### config.mk
export PLATFORM = sky130hd
export DESIGN_NAME = clkspec_muladd16_32
export DESIGN_NICKNAME = d
export VERILOG_FILES = /design/src/rtl/clkspec_muladd16_32.sv
export SDC_FILE = /design/constraint.sdc
export NUM_CORES = 1
export LEC_CHECK = 0
export ABC_AREA = 1
export BUFFER_PORTS_ARGS = -buffer_cell sky130_fd_sc_hd__buf_2
export CORE_ASPECT_RATIO = 1.25
export CORE_MARGIN = 1
export CORE_UTILIZATION = 43
export CTS_CLUSTER_DIAMETER = 120
export DETAILED_ROUTE_END_ITERATION = 7
export PLACE_DENSITY_LB_ADDON = 0.3
export SYNTH_ARGS = -nofsm -noshare
export SYNTH_HDL_FRONTEND = slang
export SYNTH_SLANG_ARGS = --single-unit
export TNS_END_PERCENT = 5
### constraint.sdc
create_clock -name clk -period 2.46 [get_ports clk]
set_input_delay 0.123 -clock clk [delete_from_list [all_inputs] [get_ports clk]]
set_output_delay 0.123 -clock clk [all_outputs]
set_load 0.05 [all_outputs]
### src/rtl/clkspec_muladd16_32.sv
// Sequential unsigned multiply-add: dd = qt*dv + rm.
// This is the reconstruction datapath for the 32/16 non-restoring divider.
// A shift-add engine retires one multiplier bit per clock.
// A valid/ready handshake sits on both the operand side and the result side.
// err flags operand pairs that no legal division could produce (rm >= dv).
module clkspec_muladd16_32 #(
  parameter int WIDTH = 16
) (
  input  logic               clk,
  input  logic               reset,      // asynchronous, active-low
  input  logic               in_valid,
  output logic               in_ready,
  input  logic [WIDTH-1:0]   qt,         // multiplier (quotient)
  input  logic [WIDTH-1:0]   dv,         // multiplicand (divisor)
  input  logic [WIDTH-1:0]   rm,         // addend (remainder)
  output logic               out_valid,
  input  logic               out_ready,
  output logic [2*WIDTH-1:0] dd,         // qt*dv + rm (dividend)
  output logic               err         // rm >= dv, meaningful while out_valid
);

  localparam int CW = (WIDTH > 1) ? $clog2(WIDTH) : 1;
  localparam logic [CW-1:0] LAST_STEP = CW'(WIDTH - 1);

  typedef enum logic [1:0] {
    S_IDLE = 2'd0,
    S_MUL  = 2'd1,
    S_DONE = 2'd2
  } state_e;

  state_e             state_q, state_d;
  logic [WIDTH-1:0]   md_q, md_d;        // latched multiplicand
  logic [WIDTH-1:0]   hi_q, hi_d;        // upper accumulator, seeded with the addend
  logic [WIDTH-1:0]   lo_q, lo_d;        // multiplier bits shifting out / product bits shifting in
  logic [CW-1:0]      count_q, count_d;
  logic               err_r_q, err_r_d;
  logic [2*WIDTH-1:0] dd_q, dd_d;        // presented result, loaded only on completion
  logic               in_ready_q;
  logic               out_valid_q;

  // One shift-add step: the carry of the sum lands in hi MSB and
  // the sum LSB slides into lo MSB as the consumed multiplier bit leaves.
  logic [WIDTH:0]     step_sum;
  logic [2*WIDTH-1:0] step_next;

  // Combinational step datapath: add the multiplicand when the current multiplier bit is set.
  always_comb begin
    step_sum  = {1'b0, hi_q} + (lo_q[0] ? {1'b0, md_q} : '0);
    step_next = {step_sum, lo_q[WIDTH-1:1]};
  end

  // Next-state and datapath-update decode for the IDLE -> MUL -> DONE sequence.
  always_comb begin
    // NOTE: every signal is given a default first so no path leaves it unassigned (no latch).
    state_d = state_q;
    md_d    = md_q;
    hi_d    = hi_q;
    lo_d    = lo_q;
    count_d = count_q;
    err_r_d = err_r_q;
    dd_d    = dd_q;

    unique case (state_q)
      S_IDLE: begin
        if (in_valid) begin
          md_d    = dv;
          hi_d    = rm;
          lo_d    = qt;
          count_d = LAST_STEP;
          err_r_d = (rm >= dv);
          state_d = S_MUL;
        end
      end

      S_MUL: begin
        {hi_d, lo_d} = step_next;
        if (count_q == '0) begin
          // The final step result goes straight to the output register.
          // dd therefore never shows a partial product.
          dd_d    = step_next;
          state_d = S_DONE;
        end else begin
          count_d = count_q - 1'b1;
        end
      end

      S_DONE: begin
        // Result and err are held here until the consumer takes them.
        if (out_ready) begin
          state_d = S_IDLE;
        end
      end

      default: begin
        state_d = S_IDLE;
      end
    endcase
  end

  // State register.
  always_ff @(posedge clk or negedge reset) begin
    // NOTE: sequential state uses non-blocking assignments so all registers update together.
    if (!reset) begin
      state_q <= S_IDLE;
    end else begin
      state_q <= state_d;
    end
  end

  // Operand, accumulator and step-counter registers.
  always_ff @(posedge clk or negedge reset) begin
    if (!reset) begin
      md_q    <= '0;
      hi_q    <= '0;
      lo_q    <= '0;
      count_q <= '0;
      err_r_q <= 1'b0;
      dd_q    <= '0;
    end else begin
      md_q    <= md_d;
      hi_q    <= hi_d;
      lo_q    <= lo_d;
      count_q <= count_d;
      err_r_q <= err_r_d;
      dd_q    <= dd_d;
    end
  end

  // Handshake outputs are registered decodes of the next state.
  // They reach their ports with no combinational path from any input.
  always_ff @(posedge clk or negedge reset) begin
    if (!reset) begin
      in_ready_q  <= 1'b1;
      out_valid_q <= 1'b0;
    end else begin
      in_ready_q  <= (state_d == S_IDLE);
      out_valid_q <= (state_d == S_DONE);
    end
  end

  assign in_ready  = in_ready_q;
  assign out_valid = out_valid_q;
  assign dd        = dd_q;
  assign err       = err_r_q;

endmodule

==> run metrics <==
routability cong.=0.976; Netlist Area Pre-Place=5040 sq um; worst hold path type=in -> reg; FP Rows=43; hpwl dp=9.29 mm; outcome=complete, no violations; core region area=11200 sq um; Die H=123 um; cell chosen for the clock root=clkbuf_16; CP max FO=7; first-pass GRT wire length=20.4 mm; WHS=0.00994 ns; sequential share of the synthesized area=44.2%; H-tree depth=3; initial drt markers=226; number of synthesis warnings=0; Fillers=1101; final setup fails=0; fmax=471 MHz; cell area power density=1520 nW/um^2; DRT Wirelength=12.3 mm; syn_nets=746; Max Cap Viol=0; ys async rst share=100%; Period minus WS final=2.12 ns; hold path depth=3; number of distinct library cells after synthesis=36; Layout area overhead=17.6%; CTS Buf Count=9; CTS tree=yes; Top FF cell, synth=dfrtp_1; Remaining DRCs=0; max_slew headroom=59.6%; TritonCTS Sinks=89; Arr. time, crit path=2.35 ns; Port Buffer Count=86; clk_skew=0.00757 ns; Worst path max stage delay=0.44 ns; Setup WS pre-CTS=0.359 ns; Gate Count Post-Synth=660; CTS Buffer Depth=2; Routed Antenna Nets=0; Post-Syn Area per Cell=7.64 sq um; CP delay by family, top=simple AND/OR/NAND/NOR gates; number of flops mapped to enable cells by yosys=0; Routed wire per std cell=13.8 um; initial antenna violation count=0; share of layout cells above drive strength 1=16.2%; final number of max-transition violations=0; crit path kind=reg -> reg; CP required=2.69 ns; Starting Density=44.8%; DR vias/cell=5.06; worst vdd ir=465 uV; critical path buffer and inverter count=1; DR vias=4484; Sum Neg Setup Slack=0 ns; # IOs=87; nets=833; Reg clk slew, reported paths=0.06 ns; Worst Tran Pin Value=0.606 ns; Ant. Diodes=0; die area=12200 sq um; type of destination of the critical path=flop; largest net degree at the start of global routing=47; Final Cycle Share=86.3%; reg2reg path depth=14; crit-path cells=nand2_1 -> inv_1 -> ha_1 -> fa_1 -> nand3_1 -> nand2_1 -> nand2_1 -> nand2_1 -> nand2_1 -> nand2_1 -> nand2_1 -> nand3_1 -> nand2_1 -> nand2_1; GRT overflow=0; drt pass-1 iters=5; Startpoint Class=flop; multi-input combinational cell area=2340 sq um; Yosys reg bits=89; Critical-path top delay cell=dfrtp_1; Levels on crit path=14; GRT Total Usage=21.3%; vias in the first global route=4337; Final Hold Fails=0; die span in x=98.8 um; LEAKAGE=3.41 nW; Skew-Pair Late Insertion Delay=0.34 ns; RSZ-0062 raised after global routing=false; register area=2230 sq um; critical path's most frequent cell=nand2_1; worst setup margin=0.337 ns; post_cts resized=0
## worst paths after layout
path	startpoint	endpoint	slack [ns]
setup reg to reg	lo_q[0]$_DFFE_PN0P_	hi_q[15]$_DFFE_PN0P_	0.34
hold / removal	dv[0]	md_q[0]$_DFFE_PN0P_	0.01
min in group asynchronous	reset	lo_q[4]$_DFFE_PN0P_	0.32
max in group asynchronous	reset	in_ready$_DFF_PN1_	1.44
hold reg to reg	dd[12]$_DFFE_PN0P_	dd[12]$_DFFE_PN0P_	0.48
setup / recovery	lo_q[0]$_DFFE_PN0P_	hi_q[15]$_DFFE_PN0P_	0.34
## through the flow
step	area, sq um	utilization (%)	total power, mW	cells
floorplan	5040	-	6.43	660
global placement	5620	49.9	7.55	869
detailed placement	5620	49.9	7.66	869
CTS	5930	52.7	9.06	886
global route	5930	52.7	9.80	886
finish	5930	52.7	9.03	886
## where the power goes
group          internal, mW  switching, mW
sequential             2.17          0.374
clock                 0.784          0.575
combinational          1.63           3.50
total                  4.58           4.44
## logic make-up (layout without fill, tap and decap cells)
logic type / count (synthesis) / after routing / synth area share, %
fa+ha+maj: 34 / 34 / 8.59
buf+inv: 117 / 208 / 9.33
flops: 89 / 89 / 44.2
xor+xnor: 7 / 7 / 1.22
simple gates: 312 / 312 / 25.1
compound gates: 101 / 101 / 11.5
## synthesized netlist by cell type (2+ instances only)
library cell | instances | area [sq um]
nand2_1 | 225 | 845
inv_1 | 91 | 342
dfrtp_1 | 88 | 2200
o21ai_0 | 50 | 250
nor2_1 | 40 | 150
ha_1 | 33 | 413
a21oi_1 | 25 | 125
nor3_1 | 20 | 100
nand3_1 | 16 | 80.1
a221oi_1 | 14 | 123
buf_2 | 10 | 50.1
clkbuf_1 | 7 | 26.3
xnor2_1 | 5 | 43.8
inv_2 | 3 | 11.3
o21a_1 | 3 | 22.5
a21o_1 | 2 | 15.0
a31oi_1 | 2 | 12.5
buf_1 | 2 | 7.51
buf_6 | 2 | 22.5
nand2_2 | 2 | 12.5
nand3b_1 | 2 | 15.0
nor2_4 | 2 | 22.5
o22ai_1 | 2 | 12.5
xor2_1 | 2 | 17.5
## cell type report
type / count / share of cell area, %
Sequential cell: 89 / 37.6
Clock inverter: 6 / 1.14
Multi-Input combinational cell: 454 / 39.5
Inverter: 95 / 6.02
Timing Repair Buffer: 98 / 9.12
Clock buffer: 9 / 3.80
Tap cell: 135 / 2.85
## worst min-delay path: stages
cell	delay, ns
buf_2	0.09
nand2_1	0.05
nand2_1	0.05
## placed cells by master, fill, tap and decap left out, types with 2 or more instances in the layout
master	synthesis	routed
nand3_1	16	16
a221oi_1	14	14
dfrtp_1	88	88
xor2_1	2	2
buf_2	10	85
ha_1	33	33
dlygate4sd3_1	0	2
o21a_1	3	3
clkinvlp_4	0	2
nor3_1	20	20
a21oi_1	25	25
nand3b_1	2	2
nor2_1	40	40
inv_2	3	3
nand2_2	2	2
nor2_4	2	2
o21ai_0	50	50
nand2_1	225	225
clkbuf_16	0	9
xnor2_1	5	5
buf_4	1	10
o22ai_1	2	2
a21o_1	2	2
a31oi_1	2	2
inv_1	91	91
## metal layers
metal  GRT usage, %  vias up  part of all wire, %
met5              0        -                    0
met1           28.5     2057                   47
li1               -     2282                    -
met2           35.5      129                   47
met4           7.65        0                  1.9
met3           2.66       16                  4.2
## registers in the layout, indices dropped and copies added, names as in the netlist
| signal | flops |
|---|---|
| in_ready | 1 |
| md_q | 16 |
| hi_q | 16 |
| count_q | 4 |
| state_q | 2 |
| lo_q | 16 |
| err | 1 |
| dd | 32 |
| out_valid | 1 |
## what timing repair did
action	4_1_cts	5_1_grt
hold buffers	2	0
hold endpoints to repair	46	0
buffers inserted	0	0
Power figures use the tool's default switching activity.
